==> config.mk <==
export PLATFORM = sky130hd
export DESIGN_NAME = addsub_serial_flat
export DESIGN_NICKNAME = d
export VERILOG_FILES = /design/src/rtl/addsub_serial_if.sv /design/src/rtl/addsub_serial.sv /design/src/flat_wrapper.sv
export SDC_FILE = /design/constraint.sdc
export NUM_CORES = 1
export LEC_CHECK = 0
export BUFFER_PORTS_ARGS = -buffer_cell sky130_fd_sc_hd__buf_2
export CAP_MARGIN = 15
export CORE_UTILIZATION = 49
export CTS_CLUSTER_DIAMETER = 50
export CTS_CLUSTER_SIZE = 24
export DETAILED_ROUTE_END_ITERATION = 10
export MAX_ROUTING_LAYER = met4
export PLACE_DENSITY = 0.85
export SYNTH_ARGS = -nofsm -noshare
export SYNTH_HDL_FRONTEND = slang
export SYNTH_SLANG_ARGS = --single-unit
==> constraint.sdc <==
create_clock -name clk -period 2.6 [get_ports clk]
set_clock_uncertainty 0.1 [all_clocks]
set_input_delay 0.39 -clock clk [delete_from_list [all_inputs] [get_ports clk]]
set_output_delay 0.39 -clock clk [all_outputs]
set_load 0.05 [all_outputs]
==> src/rtl/addsub_serial_if.sv <==
// Operand/result handshake bundle for the digit-serial add/sub unit.
// master = operand source + result consumer, slave = the arithmetic block.
interface addsub_serial_if #(
  parameter int W = 16
);
  logic         in_valid;
  logic         in_ready;
  logic [W-1:0] a;
  logic [W-1:0] b;
  logic         sub;
  logic         out_valid;
  logic         out_ready;
  logic [W-1:0] sum;
  logic         carry;
  logic         overflow;
  logic         zero;
  logic         negative;

  modport master (
    output in_valid, a, b, sub, out_ready,
    input  in_ready, out_valid, sum, carry, overflow, zero, negative
  );

  modport slave (
    input  in_valid, a, b, sub, out_ready,
    output in_ready, out_valid, sum, carry, overflow, zero, negative
  );
endinterface

==> src/rtl/addsub_serial.sv <==
// Digit-serial adder/subtractor: W-bit operation, D bits per cycle, LSB first.
// Subtraction is A + ~B + 1; B is inverted at accept and the +1 rides in as
// the initial carry. Handshake readiness is decoded from the state register only.
module addsub_serial #(
  parameter int W = 16,
  parameter int D = 4
) (
  input  logic               clk,
  input  logic               rst_n,
  addsub_serial_if.slave     bus,
  output logic               busy
);
  localparam int N  = W / D;
  localparam int CW = (N > 1) ? $clog2(N) : 1;

  typedef enum logic [1:0] {IDLE, BUSY, DONE} state_t;

  state_t        state, state_nxt;
  logic [W-1:0]  op_a, op_b, sum_r, sum_nxt;
  logic          c;
  logic [CW-1:0] cnt;
  logic          last;
  logic [D-1:0]  sa, sb;
  logic [D:0]    tot;
  logic          cin_msb;
  logic          carry_r, overflow_r, zero_r, negative_r;

  assign last = (cnt == CW'(N - 1));

  // Current slice add; also rebuilds the full sum with this slice merged in so
  // zero/negative can be taken from the final value on the last slice.
  always_comb begin
    sa      = op_a[int'(cnt) * D +: D];
    sb      = op_b[int'(cnt) * D +: D];
    tot     = {1'b0, sa} + {1'b0, sb} + {{D{1'b0}}, c};
    // carry into the top bit of the slice, recovered from its sum bit
    cin_msb = tot[D-1] ^ sa[D-1] ^ sb[D-1];
    sum_nxt = sum_r;
    sum_nxt[int'(cnt) * D +: D] = tot[D-1:0];
  end

  // State register
  always_ff @(posedge clk or negedge rst_n) begin
    if (!rst_n) state <= IDLE;
    else        state <= state_nxt;
  end

  // Next-state: accept in IDLE, N slices in BUSY, hold in DONE until taken
  always_comb begin
    state_nxt = state;
    case (state)
      IDLE:    if (bus.in_valid) state_nxt = BUSY;
      BUSY:    if (last)         state_nxt = DONE;
      DONE:    if (bus.out_ready) state_nxt = IDLE;
      default: state_nxt = IDLE;
    endcase
  end

  // Operand capture, slice iteration and final flag registration
  always_ff @(posedge clk or negedge rst_n) begin
    if (!rst_n) begin
      op_a       <= '0;
      op_b       <= '0;
      c          <= 1'b0;
      cnt        <= '0;
      sum_r      <= '0;
      carry_r    <= 1'b0;
      overflow_r <= 1'b0;
      zero_r     <= 1'b0;
      negative_r <= 1'b0;
    end else if (state == IDLE) begin
      if (bus.in_valid) begin
        op_a <= bus.a;
        op_b <= bus.b ^ {W{bus.sub}};
        c    <= bus.sub;
        cnt  <= '0;
      end
    end else if (state == BUSY) begin
      sum_r <= sum_nxt;
      c     <= tot[D];
      cnt   <= cnt + CW'(1);
      if (last) begin
        carry_r    <= tot[D];
        overflow_r <= cin_msb ^ tot[D];
        zero_r     <= (sum_nxt == '0);
        negative_r <= sum_nxt[W-1];
      end
    end
  end

  assign bus.in_ready  = (state == IDLE);
  assign bus.out_valid = (state == DONE);
  assign busy          = (state == BUSY);
  assign bus.sum       = sum_r;
  assign bus.carry     = carry_r;
  assign bus.overflow  = overflow_r;
  assign bus.zero      = zero_r;
  assign bus.negative  = negative_r;
endmodule
==> src/flat_wrapper.sv <==
// flat-port wrapper written by rule: the top's interface ports become plain ports
module addsub_serial_flat 
#(
  parameter int W = 16,
  parameter int D = 4
)
  (clk, rst_n, busy, bus_in_valid, bus_a, bus_b, bus_sub, bus_out_ready, bus_in_ready, bus_out_valid, bus_sum, bus_carry, bus_overflow, bus_zero, bus_negative);
  addsub_serial_if #(.W(W)) bus_i ();
  input  logic clk;
  input  logic rst_n;
  output logic busy;
  input wire logic [$bits(bus_i.in_valid)-1:0] bus_in_valid;
  input wire logic [$bits(bus_i.a)-1:0] bus_a;
  input wire logic [$bits(bus_i.b)-1:0] bus_b;
  input wire logic [$bits(bus_i.sub)-1:0] bus_sub;
  input wire logic [$bits(bus_i.out_ready)-1:0] bus_out_ready;
  output wire logic [$bits(bus_i.in_ready)-1:0] bus_in_ready;
  output wire logic [$bits(bus_i.out_valid)-1:0] bus_out_valid;
  output wire logic [$bits(bus_i.sum)-1:0] bus_sum;
  output wire logic [$bits(bus_i.carry)-1:0] bus_carry;
  output wire logic [$bits(bus_i.overflow)-1:0] bus_overflow;
  output wire logic [$bits(bus_i.zero)-1:0] bus_zero;
  output wire logic [$bits(bus_i.negative)-1:0] bus_negative;
  assign bus_i.in_valid = bus_in_valid;
  assign bus_i.a = bus_a;
  assign bus_i.b = bus_b;
  assign bus_i.sub = bus_sub;
  assign bus_i.out_ready = bus_out_ready;
  assign bus_in_ready = bus_i.in_ready;
  assign bus_out_valid = bus_i.out_valid;
  assign bus_sum = bus_i.sum;
  assign bus_carry = bus_i.carry;
  assign bus_overflow = bus_i.overflow;
  assign bus_zero = bus_i.zero;
  assign bus_negative = bus_i.negative;
  addsub_serial #(.W(W), .D(D)) u_core (.clk(clk), .rst_n(rst_n), .bus(bus_i), .busy(busy));
endmodule
==> reports/summary.log <==
qor: clocking.tritoncts.num_buffers 9
qor: cells_and_area.fillers 419
qor: cells_and_area.insertedDiodeCount 0
qor: critical_path.critical_path.max_stage_delay 0.57 ns
qor: timing.fmaxAchievable 0.377 GHz
qor: outcome.status finished with violations
qor: clocking.clock_pin_slew_on_the_worst_setup_and_hold_paths 0.07 ns
qor: clocking.cts_tree yes
qor: cells_and_area.layout_overhead_on_the_synthesized_area 27.3%
qor: critical_path.worstPathCellList mux4_2 > fa_2 > inv_2 > fa_2 > a221oi_1 > o41ai_2
qor: grt.first_global_vias 2317
qor: floorplanning.die_w 79.5 um
qor: cells_and_area.fin_nets 395
qor: timing.finalCriticalPeriod 2.65 ns
qor: job.timing.max_cap.violations 0
qor: critical_path.critical_path.slowest_cell sky130_fd_sc_hd__mux4_2
qor: floorplanning.die-area 6330 um^2
qor: critical_path.critPathKind reg -> reg
qor: clocking.clockBufferDepth 2
qor: floorplanning.starting_density_of_the_core 52.2%
qor: clocking.ctsHtreeMaxLevel 3
qor: placed_design.placed_cell_area 3410 um^2
qor: critical_path.r2r_slack -0.05 ns
qor: drt.drt-pass1-iter-count 4
qor: cells_and_area.final_design_area_no_fill 3750 um^2
qor: synthesis.syn_nets 320
qor: synthesis.synth-seq-area-share 48.4%
qor: placed_design.gpl.final_weighted_congestion 0.885
qor: timing.fin_ws -0.0520 ns
qor: drt.route.final.wire_length 6430 um
qor: timing.fin_crit_sh 102%
qor: grt.gr-usage-all-layers 23.8%
qor: hold_path.min-delay-path-class in -> async
qor: critical_path.crit_required 2.71 ns
qor: synthesis.syn_inst 272
qor: grt.grt_max_degree 36
qor: floorplanning.io_pins 60
qor: clocking.clock_tree.root_cell sky130_fd_sc_hd__clkbuf_8
qor: critical_path.path_common_cell sky130_fd_sc_hd__fa_2
qor: synthesis.synth_cell_types 39
qor: cells_and_area.post_route_cells_drive_above_1_share 37.5%
qor: outcome.failing_checks setup timing
qor: drt.route.detailed.wl_per_inst 15.2 um
qor: placed_design.dp.cells 407
qor: synthesis.ys_ff_latch 57
qor: drt.antenna_left 0
qor: critical_path.cp-end-kind register
qor: timing.worstMarginPinSlew 0.738 ns
qor: drt.drt_first_iter_violations 180
qor: critical_path.crit_path_max_fanout 7
qor: grt.grt_overflow 0
qor: floorplanning.floorplan.die.height 79.5 um
qor: synthesis.post_synth.cell_area_avg 10.8 um^2
qor: synthesis.post_synth_instance_area 2950 um^2
qor: timing.worst_slew_margin_rel 50.8%
qor: drt.route.detailed.drc 0
qor: timing.rsz0062_at_grt yes
qor: critical_path.crit_arrival 2.76 ns
qor: clocking.clk_latency 0.34 ns
qor: cells_and_area.final_cell_count_no_fill 424
qor: placed_design.place.port_buffers 59
qor: grt.grt_first_pass_wirelength 10900 um
qor: timing.drv_slew 0
qor: drt.via_per_inst 5.50
qor: timing.hold_violations 0
qor: synthesis.synth.yosys.warnings 0
qor: critical_path.critical_path_start_type register
qor: drt.vias 2332
qor: timing.finalSetupViolCount 2
qor: floorplanning.core.rowCount 27
qor: clocking.cts.sinks 57
qor: floorplanning.core_region_area 5640 um^2
qor: placed_design.place.detailed.hpwl 4710 um
qor: grt.number_of_antenna_violations_at_the_first_check_in_global_routing 0
path summary, 6_finish.rpt:
path                                     start             endpoint  cells past startpoint
setup / recovery                 u_core.cnt[0]      u_core.bus.zero                      6
max in group asynchronous                rst_n      u_core.state[0]                      2
hold reg to reg            u_core.bus.overflow  u_core.bus.overflow                      2
min in group clk                 bus_out_ready      u_core.state[1]                      2
setup reg to reg                 u_core.cnt[0]      u_core.bus.zero                      6
hold / removal                           rst_n       u_core.op_a[7]                      1
critical path: cells and delay by family (launching register included):
| family | cells | cell delay, ns |
|---|---|---|
| DFF | 1 | 0.45 |
| adders and majority gates | 2 | 0.87 |
| muxes | 1 | 0.57 |
| AOI/OAI and AO/OA | 2 | 0.47 |
| buffers and inverters | 1 | 0.07 |
layout make-up:
cell class	count	area (um^2)	area share (%)
multi-input cells	190	1510	40.4
well taps	72	90.1	2.40
clock inverters	7	119	3.17
inverters	12	45.0	1.20
clock buffers	9	124	3.30
repair buffers	77	430	11.5
flip-flops and latches	57	1430	38.1
synth_stat cells, drive strengths merged:
| library cell | number | share of area, % |
|---|---|---|
| a21o | 2 | 0.51 |
| a21oi | 22 | 3.7 |
| a221oi | 1 | 0.30 |
| a22o | 7 | 2.1 |
| a2bb2oi | 1 | 0.30 |
| a32o | 1 | 0.34 |
| and3 | 1 | 0.21 |
| buf | 6 | 1.2 |
| clkbuf | 7 | 0.89 |
| clkinv | 1 | 0.13 |
| dfrtp | 57 | 48 |
| fa | 2 | 1.4 |
| ha | 9 | 3.8 |
| inv | 11 | 1.4 |
| mux2 | 16 | 6.1 |
| mux2i | 1 | 0.34 |
| mux4 | 8 | 6.1 |
| nand2 | 24 | 3.1 |
| nand2b | 2 | 0.42 |
| nand3 | 5 | 0.85 |
| nand3b | 2 | 0.51 |
| nor2 | 29 | 3.7 |
| nor2b | 1 | 0.21 |
| nor3 | 3 | 0.51 |
| nor4 | 5 | 1.1 |
| o211ai | 1 | 0.25 |
| o21a | 1 | 0.25 |
| o21ai | 8 | 1.4 |
| o221ai | 1 | 0.30 |
| o22a | 1 | 0.30 |
| o22ai | 3 | 0.64 |
| o2bb2ai | 1 | 0.30 |
| o31ai | 7 | 1.8 |
| o41ai | 5 | 1.5 |
| or2 | 1 | 0.21 |
| or3 | 2 | 0.42 |
| xnor2 | 16 | 4.8 |
| xor2 | 1 | 0.30 |
kinds of logic (layout without fill, tap and decap cells):
logic type      Yosys count  after routing  synth area share, %
compound gates           62             62                 13.9
xor+xnor                 17             17                 5.06
fa+ha+maj                11             11                 5.18
buf+inv                  25            105                 3.65
flops                    57             57                 48.4
mux                      25             25                 12.6
simple gates             75             75                 11.2
what timing repair did:
item / CTS / global route
setup endpoints to repair: 12 / 11
buffers inserted: 0 / 1
hold buffers: 0 / 0
pin swaps: 2 / 0
resized for setup: 6 / 10
sequential cells by signal, indices dropped and copies added, names as in the netlist:
name and flops:
u_core.cnt 2, u_core.bus.sum 16, u_core.bus.negative 1, u_core.op_b 16, u_core.op_a 16, u_core.bus.overflow 1, u_core.state 2, u_core.bus.zero 1
u_core.bus.carry 1, u_core.c 1
cell usage in the layout, fill, tap and decap left out, types with 3 or more instances in the layout:
cell	count
sky130_fd_sc_hd__o22ai_1	3
sky130_fd_sc_hd__o31ai_1	7
sky130_fd_sc_hd__bufinv_16	3
sky130_fd_sc_hd__clkbuf_8	9
sky130_fd_sc_hd__nand2_1	23
sky130_fd_sc_hd__a21oi_1	22
sky130_fd_sc_hd__dfrtp_1	56
sky130_fd_sc_hd__nor3_1	3
sky130_fd_sc_hd__nor2_1	28
sky130_fd_sc_hd__buf_4	18
sky130_fd_sc_hd__xnor2_1	16
sky130_fd_sc_hd__buf_2	59
sky130_fd_sc_hd__nor4_1	4
sky130_fd_sc_hd__mux2_2	16
sky130_fd_sc_hd__mux4_2	8
sky130_fd_sc_hd__inv_1	10
sky130_fd_sc_hd__a22o_1	7
sky130_fd_sc_hd__o21ai_0	6
sky130_fd_sc_hd__nand3_1	5
sky130_fd_sc_hd__ha_1	8
per-stage QoR:
stage               util (%)  setup slack, ns  hold slack, ns  setup TNS (ns)
floorplan                  -           -0.139        -0.00559          -0.363
detailed placement      60.4           -0.217           0.362           -1.22
CTS                     65.0          -0.0707          0.0241         -0.0933
global route            66.5           -0.161          0.0589          -0.738
finish                  66.5          -0.0520         0.00396          -0.102
global placement        60.4          -0.0376           0.363          -0.128
metal layers:
metal	global-route usage, %	part of all wire, %
met5	-	0
met4	8.73	2.0
met3	7.54	5.5
met2	38.0	49
met1	28.2	43
Power is not shown: default switching activity piles up to over one toggle a cycle in this logic, so the estimate is an artifact.
